<file path="src/rtl/and2_mon_pkg.sv">
// Shared types and constants for the and2 response monitor.
package and2_mon_pkg;

  typedef enum logic [1:0] {
    ST_IDLE  = 2'd0,
    ST_FILL  = 2'd1,
    ST_CHECK = 2'd2,
    ST_DONE  = 2'd3
  } mon_state_e;

  localparam int LATENCY_MAX   = 8;
  localparam int CNT_W_DEFAULT = 8;
  localparam int FILL_W        = $clog2(LATENCY_MAX + 1);

endpackage

</file>
<file path="src/rtl/and2_mon_delay.sv">
// Fixed-depth shift pipeline that delays {dut_reset, a&b} so it lines up
// with the and2 output it predicts.
module and2_mon_delay #(
  parameter int WIDTH = 3,
  parameter int DEPTH = 2
) (
  input  logic             clk,
  input  logic             rst,
  input  logic [WIDTH-1:0] din,
  output logic [WIDTH-1:0] dout
);

  logic [WIDTH-1:0] pipe_q [DEPTH];
  logic [WIDTH-1:0] pipe_d [DEPTH];

  always_comb begin
    pipe_d[0] = din;
    for (int i = 1; i < DEPTH; i++) pipe_d[i] = pipe_q[i-1];
  end

  // NOTE: the stages are cleared on reset so the first compares after reset
  // see a defined expected value instead of X.
  always_ff @(posedge clk or posedge rst) begin
    if (rst) begin
      for (int i = 0; i < DEPTH; i++) pipe_q[i] <= '0;
    end else begin
      pipe_q <= pipe_d;
    end
  end

  assign dout = pipe_q[DEPTH-1];

endmodule

</file>
<file path="src/rtl/and2_resp_monitor.sv">
// Response checker for the and2 block: compares c against delayed a&b.
// Optional first-failure capture is built when AND2_MON_FIRST_FAIL_EN is defined.
module and2_resp_monitor
  import and2_mon_pkg::*;
#(
  parameter int WIDTH   = 2,
  parameter int LATENCY = 2,
  parameter int CNT_W   = CNT_W_DEFAULT
) (
  input  logic             clk,
  input  logic             reset,
  input  logic             start,
  input  logic [CNT_W-1:0] num_checks,
  input  logic             dut_reset,
  input  logic [WIDTH-1:0] a,
  input  logic [WIDTH-1:0] b,
  input  logic [WIDTH-1:0] c,
  output logic             busy,
  output logic             done,
  output logic             pass,
  output logic [CNT_W-1:0] err_cnt,
  output logic [CNT_W-1:0] first_fail_idx,
  output logic [WIDTH-1:0] first_fail_got,
  output logic [WIDTH-1:0] first_fail_exp
);

  logic [WIDTH:0]   dly_out;
  logic [WIDTH-1:0] exp_val;
  logic             mismatch;

  and2_mon_delay #(.WIDTH(WIDTH + 1), .DEPTH(LATENCY)) u_delay (
    .clk  (clk),
    .rst  (reset),
    .din  ({dut_reset, a & b}),
    .dout (dly_out)
  );

  // A delayed dut_reset means the and2 output was being held at zero.
  assign exp_val  = dly_out[WIDTH] ? '0 : dly_out[WIDTH-1:0];
  assign mismatch = (c != exp_val);

  mon_state_e        state_q, state_d;
  logic [FILL_W-1:0] fill_q, fill_d;
  logic [CNT_W-1:0]  remaining_q, remaining_d;
  logic [CNT_W-1:0]  err_cnt_q, err_cnt_d;
  logic              busy_q, busy_d, done_q, done_d, pass_q, pass_d;

  // NOTE: every variable gets its default first so no path leaves one
  // unassigned, which would otherwise infer a latch.
  always_comb begin
    state_d     = state_q;
    fill_d      = fill_q;
    remaining_d = remaining_q;
    err_cnt_d   = err_cnt_q;
    case (state_q)
      ST_IDLE, ST_DONE: begin
        if (start) begin
          state_d     = ST_FILL;
          fill_d      = FILL_W'(LATENCY);
          remaining_d = num_checks;
          err_cnt_d   = '0;
        end
      end
      ST_FILL: begin
        fill_d = fill_q - FILL_W'(1);
        if (fill_q == FILL_W'(1)) state_d = (remaining_q == '0) ? ST_DONE : ST_CHECK;
      end
      ST_CHECK: begin
        remaining_d = remaining_q - CNT_W'(1);
        if (mismatch && (err_cnt_q != '1)) err_cnt_d = err_cnt_q + CNT_W'(1);
        if (remaining_q == CNT_W'(1)) state_d = ST_DONE;
      end
      default: state_d = ST_IDLE;
    endcase
    busy_d = (state_q == ST_FILL) || (state_q == ST_CHECK);
    done_d = (state_q == ST_DONE);
    pass_d = (state_q == ST_DONE) && (err_cnt_q == '0);
  end

  // NOTE: state flops use non-blocking assignments so every flop samples
  // the pre-edge values regardless of statement order.
  always_ff @(posedge clk or posedge reset) begin
    if (reset) begin
      state_q     <= ST_IDLE;
      fill_q      <= '0;
      remaining_q <= '0;
      err_cnt_q   <= '0;
      busy_q      <= 1'b0;
      done_q      <= 1'b0;
      pass_q      <= 1'b0;
    end else begin
      state_q     <= state_d;
      fill_q      <= fill_d;
      remaining_q <= remaining_d;
      err_cnt_q   <= err_cnt_d;
      busy_q      <= busy_d;
      done_q      <= done_d;
      pass_q      <= pass_d;
    end
  end

  assign busy    = busy_q;
  assign done    = done_q;
  assign pass    = pass_q;
  assign err_cnt = err_cnt_q;

`ifdef AND2_MON_FIRST_FAIL_EN
  logic             clear_run, do_cmp;
  logic [CNT_W-1:0] idx_q, idx_d, ff_idx_q, ff_idx_d;
  logic [WIDTH-1:0] ff_got_q, ff_got_d, ff_exp_q, ff_exp_d;

  assign clear_run = start && ((state_q == ST_IDLE) || (state_q == ST_DONE));
  assign do_cmp    = (state_q == ST_CHECK);

  // err_cnt never returns to zero within a run, so zero marks "no failure yet".
  always_comb begin
    idx_d    = idx_q;
    ff_idx_d = ff_idx_q;
    ff_got_d = ff_got_q;
    ff_exp_d = ff_exp_q;
    if (clear_run) begin
      idx_d    = '0;
      ff_idx_d = '0;
      ff_got_d = '0;
      ff_exp_d = '0;
    end else if (do_cmp) begin
      idx_d = idx_q + CNT_W'(1);
      if (mismatch && (err_cnt_q == '0)) begin
        ff_idx_d = idx_q;
        ff_got_d = c;
        ff_exp_d = exp_val;
      end
    end
  end

  always_ff @(posedge clk or posedge reset) begin
    if (reset) begin
      idx_q    <= '0;
      ff_idx_q <= '0;
      ff_got_q <= '0;
      ff_exp_q <= '0;
    end else begin
      idx_q    <= idx_d;
      ff_idx_q <= ff_idx_d;
      ff_got_q <= ff_got_d;
      ff_exp_q <= ff_exp_d;
    end
  end

  assign first_fail_idx = ff_idx_q;
  assign first_fail_got = ff_got_q;
  assign first_fail_exp = ff_exp_q;
`else
  assign first_fail_idx = '0;
  assign first_fail_got = '0;
  assign first_fail_exp = '0;
`endif

endmodule

</file>
<file path="config.mk">
export PLATFORM = sky130hd
export DESIGN_NAME = and2_resp_monitor
export DESIGN_NICKNAME = d
export VERILOG_FILES = /design/src/rtl/and2_mon_pkg.sv /design/src/rtl/and2_mon_delay.sv /design/src/rtl/and2_resp_monitor.sv
export SDC_FILE = /design/constraint.sdc
export NUM_CORES = 1
export LEC_CHECK = 0
export CAP_MARGIN = 20
export CORE_MARGIN = 1
export CORE_UTILIZATION = 50
export CTS_CLUSTER_DIAMETER = 120
export DETAILED_ROUTE_END_ITERATION = 6
export MAX_ROUTING_LAYER = met4
export PLACE_DENSITY = 0.89
export SYNTH_ARGS = -nofsm -noshare
export SYNTH_HDL_FRONTEND = slang
export SYNTH_SLANG_ARGS = --single-unit
</file>
<file path="constraint.sdc">
create_clock -name clk -period 2.6 [get_ports clk]
set_input_delay 0.52 -clock clk [delete_from_list [all_inputs] [get_ports clk]]
set_output_delay 0.52 -clock clk [all_outputs]
set_load 0.005 [all_outputs]
</file>
==> impl_metrics.yaml, run 1 <==
floorplanning:
  fp.dieH_um: 62.5
  start_util: 0.536
  die_w_um: 62.5
  die_area_mm2: 0.00391
  rows: 21
  io_pins: 41
  core_area_mm2: 0.00342
synthesis:
  syn_inst: 206
  synth_edf_count: 0
  synth_area_leader_cell: "dfrtp_1"
  syn_avg_cell_area_um2: 8.89
  yosys.cell_count.top_type: "dfrtp_1"
  synth_top_area_frac: 0.424
  synth_cell_types: 44
  synth-seq-cells: 31
  yosysWarnings: 0
  synth_top_flop_cell: "dfrtp_1"
  netlist_area_mm2: 0.00183
  synthArstFlopShare: 1.00
  synth.area.top_cells: "dfrtp_1 (42%), ha_1 (6.8%), buf_4 (4.9%)"
  seq_area_frac_synth: 0.424
  synth_common_cells: "dfrtp_1 (31), nand2_1 (24), nor2_1 (13), o21ai_0 (13)"
clock_tree:
  clk_latency_ns: 0.34
  cts.clk_slew.worst_paths_ns: 0.10
  htree_levels: 2
  cts_tree: "built"
  post_cts_buffers: 0
  cts_root_buffer: "clkbuf_4"
  holdBufCountCts: 0
  cts_resized: 0
  cts.path.max_buffers: 2
  clock-sinks: 31
  cts_buffers: 5
grt:
  grt_max_degree: 32
  grt_pass1_wl_um: 6560
  antenna_found_initial: 0
  grt_overflow: 0
  grt_pass1_vias: 1492
  grtUsageTotal: 0.221
power:
  swShare: 0.436
  clockPowerShare: 0.133
  p_sw_uw: 972
  power_frac_seq: 0.349
  p_total_mw: 2.23
  p_int_mw: 1.26
  combPwrFrac: 0.517
  power_density_mw_per_mm2: 1020
  vdd_drop_max_uv: 510
  leakage_nw: 0.937
timing:
  finClkSkew_ns: 0.00780
  finalCriticalPeriod_ns: 2.12
  maxSlewHeadroom: 0.602
  setup_viol: 0
  setup_tns_ns: 0
  worst_slew_pin_slew_ns: 0.592
  post-route-period-util: 0.817
  rsz0062_at_grt: "false"
  holdWs_ns: 0.357
  hold_viol: 0
  max_freq_ghz: 0.471
  drv_slew: 0
routing:
  route.detailed.drc: 0
  wire_per_inst_um: 13.8
  final_antenna_net_count: 0
  firstDrtPassIters: 4
  vias: 1568
  drt-initial-drc-count: 223
  wl_um: 3900
  via_per_inst: 5.54
placed_design:
  io_buffers: 28
  place_inst: 276
  place_area_mm2: 0.00212
  place_congestion: 0.913
  place.detailed.hpwl_um: 2880
setup_path:
  slowest_delay_ns: 0.53
  critPathKind: "in2reg"
  cp.arrival_ns: 2.41
  crit_slowest_cell: "clkdlybuf4s50_1"
  cp.required_ns: 2.89
  path_cells: "clkdlybuf4s50_1 -> xor2_1 -> o22ai_1 -> or3_4 -> or4_1 -> nand3_1"
  cp-start-kind: "input port"
  crit_path_end_kind: "flop"
  crit_fanout: 5
layout:
  fin_area_mm2: 0.00218
  n_fill_cell: 293
  drive_gt1_frac: 0.0675
  syn_to_final_growth_pct: 19.1
  nNetsFinal: 265
  stdcell_count: 283
  diodes: 0
  multiInputGateArea_um2: 932
  area.sequential_um2: 776
outcome:
  status: "completed"
run:
  maxCapViolations: 0
hold_path:
  hp-class: "reg2reg"
## through the flow
stage          utilization  setup slack [ns]
5_1_grt              0.638             0.337
4_1_cts              0.638             0.514
3_3_place_gp         0.622             0.244
3_5_place_dp         0.622             0.145
6_report             0.638             0.476
2_1_floorplan            -             0.703
## per-layer routing
layer  global-route usage  vias up  share of wire
met5                    -        -              0
met4               0.0930        0          0.020
met3               0.0602        7          0.063
met2                0.367       55           0.51
met1                0.251      735           0.41
li1                     -      771              -
## critical path, delay by kind of cell
family          cells  cell delay [ns]
simple gates        3             1.03
buf+inv             1             0.53
xor+xnor            1             0.18
compound gates      1             0.14
## final timing paths
kind / from / end / slack (ns) / depth (start not counted)
worst max-delay path: c[1] / err_cnt[3]$_DFFE_PP0P_ / 0.48 / 6
worst min-delay path: u_delay.pipe_d[2]$_DFF_PP0_ / u_delay.dout[2]$_DFF_PP0_ / 0.36 / 0
worst max register to register: state_q[0]$_DFFE_PP0P_ / remaining_q[0]$_DFFE_PP0P_ / 0.53 / 7
worst min register to register: u_delay.pipe_d[2]$_DFF_PP0_ / u_delay.dout[2]$_DFF_PP0_ / 0.36 / 0
max in group asynchronous: reset / fill_q[1]$_DFFE_PP0P_ / 1.76 / 3
min in group asynchronous: reset / u_delay.pipe_d[0]$_DFF_PP0_ / 0.56 / 3
## cells in the final DEF (no fill, tap or decap), types with 2 or more instances in the layout
cell type        instances
nor4_1                   3
a2bb2oi_1                2
nor2_1                  13
dfrtp_1                 31
a21oi_1                 12
buf_4                    5
a31oi_1                  2
nand2b_1                 2
nand2_1                 24
mux2i_1                  5
conb_1                  12
nand4_1                  5
o21ai_0                 13
or4_1                    3
nand3b_1                 2
and2_1                   2
o22ai_1                  4
clkdlybuf4s50_1         28
nor2b_1                  2
or3_1                    4
inv_1                   11
ha_1                    10
nand3_1                 10
clkbuf_4                 5
nor3_1                   7
## layout make-up
class	count	share of cell area
clock buffers	6	0.0235
clock inverters	1	0.00229
inverters	11	0.0189
multi-input cells	155	0.427
flip-flops and latches	31	0.356
well taps	46	0.0264
repair buffers	33	0.146
## registers in the layout (all words and copies together) (netlist names)
name	count
done	1
busy	1
fill_q	4
u_delay.dout	3
state_q	2
remaining_q	8
u_delay.pipe_d	3
pass	1
err_cnt	8
## power by group through the flow
stage | registers, mW | clock network, mW | logic, mW
global placement | 0.775 | 0 | 1.09
CTS | 0.775 | 0.304 | 1.16
detailed placement | 0.782 | 0 | 1.15
global route | 0.800 | 0.321 | 1.29
floorplan | 0.752 | 0 | 0.783
finish | 0.779 | 0.298 | 1.15
## logic make-up after synthesis
group           after synthesis  share of synthesized area
xor+xnor                      1                    0.00479
simple gates                 82                      0.231
buf+inv                      31                     0.0895
flops                        31                      0.424
compound gates               45                      0.153
other cells                   1                    0.00205
fa+ha+maj                    10                     0.0684
mux                           5                     0.0273
No activity file was read; power rests on OpenSTA's default activity.
==> inputs of run 2 (changes only) <==
==> constraint.sdc (replaced) <==
create_clock -name clk -period 2.15 [get_ports clk]
set_input_delay 0.43 -clock clk [delete_from_list [all_inputs] [get_ports clk]]
set_output_delay 0.43 -clock clk [all_outputs]
set_load 0.005 [all_outputs]
==> impl_metrics.yaml, run 2 (synthesis results as in run 1) <==
setup_path:
  path_delay_family: "simple AND/OR/NAND/NOR gates"
  cp.arrival_ns: 2.17
  worst-path-buf-inv: 1
  crit_path_end_kind: "flop"
  path_cells: "inv_1 -> ha_1 -> nand2b_1 -> nand2_1 -> or4_1 -> a2bb2oi_1 -> o21ai_0"
  reg2regPathDepth: 7
  crit_slowest_cell: "or4_1"
  r2r-end: "err_cnt[5]$_DFFE_PP0P_"
  cp-start-kind: "flop"
  crit_fanout: 7
  r2r-start: "state_q[0]$_DFFE_PP0P_"
  reg2reg_slack_ns: 0.21
  slowest_delay_ns: 0.48
  critPathKind: "reg2reg"
  cp.required_ns: 2.39
placed_design:
  place_congestion: 0.854
  io_buffers: 28
  place.detailed.hpwl_um: 2760
clock_tree:
  cts_root_buffer: "clkbuf_4"
  clock-sinks: 31
  htree_levels: 2
  cts_buffers: 5
  cts.clk_slew.worst_paths_ns: 0.09
  holdBufCountCts: 0
  cts_tree: "built"
  cts_resized: 0
  clk_latency_ns: 0.32
  cts.path.max_buffers: 2
  post_cts_buffers: 0
floorplanning:
  die_w_um: 62.5
  start_util: 0.536
  die_area_mm2: 0.00391
  core_area_mm2: 0.00342
  fp.dieH_um: 62.5
  rows: 21
  io_pins: 41
power:
  power_density_mw_per_mm2: 1220
  vdd_drop_max_uv: 739
  leakage_nw: 0.967
hold_path:
  hold_end: "u_delay.dout[0]$_DFF_PP0_"
  min_path_cells: 0
  min_from: "u_delay.pipe_d[0]$_DFF_PP0_"
  hp-class: "reg2reg"
layout:
  layout_commonest_cell: "dfrtp_1"
  post-route-util: 0.652
  most-common-layout-cells: "dfrtp_1 (31), clkdlybuf4s50_1 (28), nand2_1 (24), o21ai_0 (13), buf_4 (13)"
  nNetsFinal: 273
  syn_to_final_growth_pct: 21.7
  diodes: 0
  drive_gt1_frac: 0.0943
routing:
  via_per_inst: 5.47
  vias: 1587
  wire_per_inst_um: 12.8
  final_antenna_net_count: 0
  drt-initial-drc-count: 116
  wl_um: 3700
  route.detailed.drc: 0
  firstDrtPassIters: 4
timing:
  holdWs_ns: 0.352
  finalCriticalPeriod_ns: 1.94
  setup_tns_ns: 0
  finClkSkew_ns: 0.00477
  max_freq_ghz: 0.516
  post-route-period-util: 0.901
  drv_slew: 0
  setup_viol: 0
  rsz0062_at_grt: "false"
  hold_viol: 0
grt:
  antenna_found_initial: 0
  grt_max_degree: 32
  grt_pass1_vias: 1525
  grtUsageTotal: 0.216
  grt_overflow: 0
  grt_pass1_wl_um: 6550
run:
  maxCapViolations: 0
outcome:
  status: "completed"
==> run 2: cell types whose count changed in the layout (fill, tap and decap cells not counted) <==
cell	change
nor2_1	-1
clkinv_2	-1
nor2_2	+1
clkbuf_1	+1
buf_4	+8
clkbuf_8	-1
==> run 2: stage by stage <==
| stage | cell area [µm²] | setup WS [ns] | instances | power (mW) |
|---|---|---|---|---|
| floorplan | 1870 | 0.253 | 217 | 1.86 |
| global placement | 2180 | -0.0453 | 284 | 2.34 |
| detailed placement | 2180 | -0.0956 | 284 | 2.41 |
| CTS | 2230 | 0.177 | 290 | 2.71 |
| global route | 2230 | 0.0938 | 290 | 2.99 |
| finish | 2230 | 0.214 | 290 | 2.72 |
==> run 2: layout make-up <==
class | instances | area (µm²)
timing repair buffer | 41 | 378
fill | 282 | 1190
multi-input combinational | 155 | 935
tap | 46 | 57.6
sequential | 31 | 776
inverter | 11 | 41.3
clock buffer | 6 | 41.3
==> run 2: per-layer routing <==
layer / GRT usage / wire (µm) / vias to the layer above
met1: 0.256 / 1620 / 756
met5: - / 0 / -
met3: 0.0566 / 183 / 4
li1: - / - / 784
met2: 0.360 / 1870 / 43
met4: 0.0610 / 27 / 0
==> run 2: how the worst max path moves through the flow <==
stage | slack, ns | endpoint | startpoint | cells after the start
after global routing | 0.09 | err_cnt[5]$_DFFE_PP0P_ | state_q[0]$_DFFE_PP0P_ | 7
after detailed placement | -0.1 | err_cnt[3]$_DFFE_PP0P_ | c[1] | 6
after floorplan | 0.25 | err_cnt[5]$_DFFE_PP0P_ | state_q[0]$_DFFE_PP0P_ | 8
after global placement | -0.05 | err_cnt[3]$_DFFE_PP0P_ | c[1] | 6
final | 0.21 | err_cnt[5]$_DFFE_PP0P_ | state_q[0]$_DFFE_PP0P_ | 7
after CTS | 0.18 | remaining_q[0]$_DFFE_PP0P_ | state_q[0]$_DFFE_PP0P_ | 7
==> run 2: worst register-to-register path, delay by kind of cell (launching register included) <==
kind	cells	cell delay, ns
fa+ha+maj	1	0.38
compound gates	2	0.22
flops	1	0.41
simple gates	3	0.79
buf+inv	1	0.06
==> run 2: report_power, final <==
group | switching, mW | internal [mW] | leakage (nW) | total (mW)
Sequential | 0.167 | 0.771 | 0.385 | 0.939
Combinational | 0.816 | 0.669 | 0.557 | 1.49
Clock | 0.180 | 0.116 | 0.0242 | 0.296
==> inputs of run 3 (changes only) <==
--- a/config.mk
+++ b/config.mk
@@ -7,11 +7,11 @@
 export LEC_CHECK = 0
 export CAP_MARGIN = 20
 export CORE_MARGIN = 1
-export CORE_UTILIZATION = 50
+export CORE_UTILIZATION = 45
 export CTS_CLUSTER_DIAMETER = 120
 export DETAILED_ROUTE_END_ITERATION = 6
 export MAX_ROUTING_LAYER = met4
-export PLACE_DENSITY = 0.89
+export PLACE_DENSITY = 0.85
 export SYNTH_ARGS = -nofsm -noshare
 export SYNTH_HDL_FRONTEND = slang
 export SYNTH_SLANG_ARGS = --single-unit
==> constraint.sdc (replaced) <==
create_clock -name clk -period 1.6 [get_ports clk]
set_input_delay 0.32 -clock clk [delete_from_list [all_inputs] [get_ports clk]]
set_output_delay 0.32 -clock clk [all_outputs]
set_load 0.005 [all_outputs]
==> impl_metrics.yaml, run 3 (synthesis results as in run 1) <==
timing:
  setup_tns_ns: -0.325
  rsz0062_at_grt: "true"
  drv_slew: 0
  setup_ws_ns: -0.0759
  max_freq_ghz: 0.597
  hold_viol: 0
  finalCriticalPeriod_ns: 1.68
  post-route-period-util: 1.05
  finClkSkew_ns: 0.00506
  setup_viol: 8
setup_path:
  crit_path_end_kind: "flop"
  cp-start-kind: "flop"
  crit_fanout: 4
  crit_slowest_cell: "or4_4"
  slowest_delay_ns: 0.42
  cp.required_ns: 1.83
  path_cells: "xor2_1 -> o22ai_2 -> or3_4 -> or4_4 -> nand3_2"
  critPathKind: "reg2reg"
  cp.arrival_ns: 1.90
power:
  leakage_nw: 1.30
  p_total_mw: 5.24
  power_density_mw_per_mm2: 1880
  vdd_drop_max_uv: 1090
placed_design:
  place.detailed.hpwl_um: 3090
  place_inst: 307
  io_buffers: 28
  place_congestion: 0.851
clock_tree:
  cts.path.max_buffers: 2
  cts.clk_slew.worst_paths_ns: 0.07
  clk_latency_ns: 0.29
  cts_buffers: 5
  clock-sinks: 31
  htree_levels: 2
  cts_root_buffer: "clkbuf_8"
  holdBufCountCts: 0
  cts_tree: "built"
layout:
  syn_to_final_growth_pct: 52.1
  layout_commonest_cell: "buf_4"
  diodes: 0
  nNetsFinal: 309
  area.sequential_um2: 777
  most-common-layout-cells: "buf_4 (38), dfrtp_1 (30), nand2_1 (23), clkdlybuf4s50_1 (20), conb_1 (12)"
  stdcell_count: 330
  multiInputGateArea_mm2: 0.00110
  n_fill_cell: 264
  drive_gt1_frac: 0.326
floorplanning:
  core_area_mm2: 0.00377
  io_pins: 41
  die_w_um: 65.8
  rows: 22
  die_area_mm2: 0.00433
  start_util: 0.485
  fp.dieH_um: 65.8
grt:
  antenna_found_initial: 0
  grtUsageTotal: 0.235
  grt_max_degree: 32
  grt_pass1_wl_um: 7420
  grt_pass1_vias: 1704
  grt_overflow: 0
routing:
  route.detailed.drc: 0
  via_per_inst: 5.48
  drt-initial-drc-count: 156
  vias: 1810
  wire_per_inst_um: 14.8
  wl_um: 4880
  final_antenna_net_count: 0
  firstDrtPassIters: 5
run:
  maxCapViolations: 0
hold_path:
  hp-class: "reg2reg"
outcome:
  violations: "setup timing"
  status: "complete, but fails checks"
## run 3: changes by cell type in the layout (fill, tap and decap cells not counted), moves of 4 or more
cell             previous run  this run
buf_4                      13        38
buf_6                       0         9
clkbuf_4                    5         0
clkbuf_8                    0         6
clkdlybuf4s50_1            28        20
dlygate4sd2_1               0         5
inv_1                      11         7
inv_2                       0         4
o21ai_0                    13         9
## run 3: stage by stage
step           utilization  instance area (µm²)  worst slack (ns)  hold slack, ns
6_report             0.738                 2780           -0.0759           0.348
5_1_grt              0.738                 2780            -0.141           0.354
4_1_cts              0.685                 2580           -0.0485           0.350
3_5_place_dp         0.630                 2380            -0.495           0.335
3_3_place_gp         0.630                 2380            -0.451           0.333
2_1_floorplan            -                 1910           -0.0239           0.331
## run 3: worst paths after layout
check | startpoint | end | slack, ns | cells after the start
worst max-delay path | u_delay.dout[1]$_DFF_PP0_ | err_cnt[3]$_DFFE_PP0P_ | -0.08 | 5
worst min-delay path | u_delay.pipe_d[0]$_DFF_PP0_ | u_delay.dout[0]$_DFF_PP0_ | 0.35 | 0
min in group asynchronous | reset | state_q[1]$_DFFE_PP0P_ | 0.41 | 3
worst max register to register | u_delay.dout[1]$_DFF_PP0_ | err_cnt[3]$_DFFE_PP0P_ | -0.08 | 5
max in group asynchronous | reset | err_cnt[7]$_DFFE_PP0P_ | 0.88 | 3
worst min register to register | u_delay.pipe_d[0]$_DFF_PP0_ | u_delay.dout[0]$_DFF_PP0_ | 0.35 | 0
## run 3: repair_timing
action,4_1_cts,5_1_grt
setup buffers,4,10
endpoints found under the setup margin,24,20
pin swaps,2,9
gates cloned,0,1
resized for setup,19,32
## run 3: area by class of cell
cell class                      count  share of cell area
Multi-Input combinational cell    156               0.395
Sequential cell                    31               0.279
Timing Repair Buffer               76               0.247
Clock buffer                        6              0.0297
Tap cell                           48              0.0216
Inverter                           11              0.0148
Clock inverter                      2              0.0126
## run 3: metal layers
metal  wire, µm  track usage  vias to the layer above
met5          0            -                        -
met4         77        0.128                        0
met3        262       0.0483                        6
met2       2580        0.385                       74
met1       1960        0.267                      866
li1           -            -                      864
## run 3: critical path, delay by kind of cell (launching register included)
family          cells  cell delay, ns
simple gates        3            0.90
flops               1            0.41
xor+xnor            1            0.18
compound gates      1            0.14
## run 3: power breakdown
group	internal, mW	switching (mW)	total, mW	leakage, nW
clock network	0.504	0.305	0.809	0.0612
registers	1.04	0.177	1.22	0.383
logic	1.61	1.61	3.22	0.853
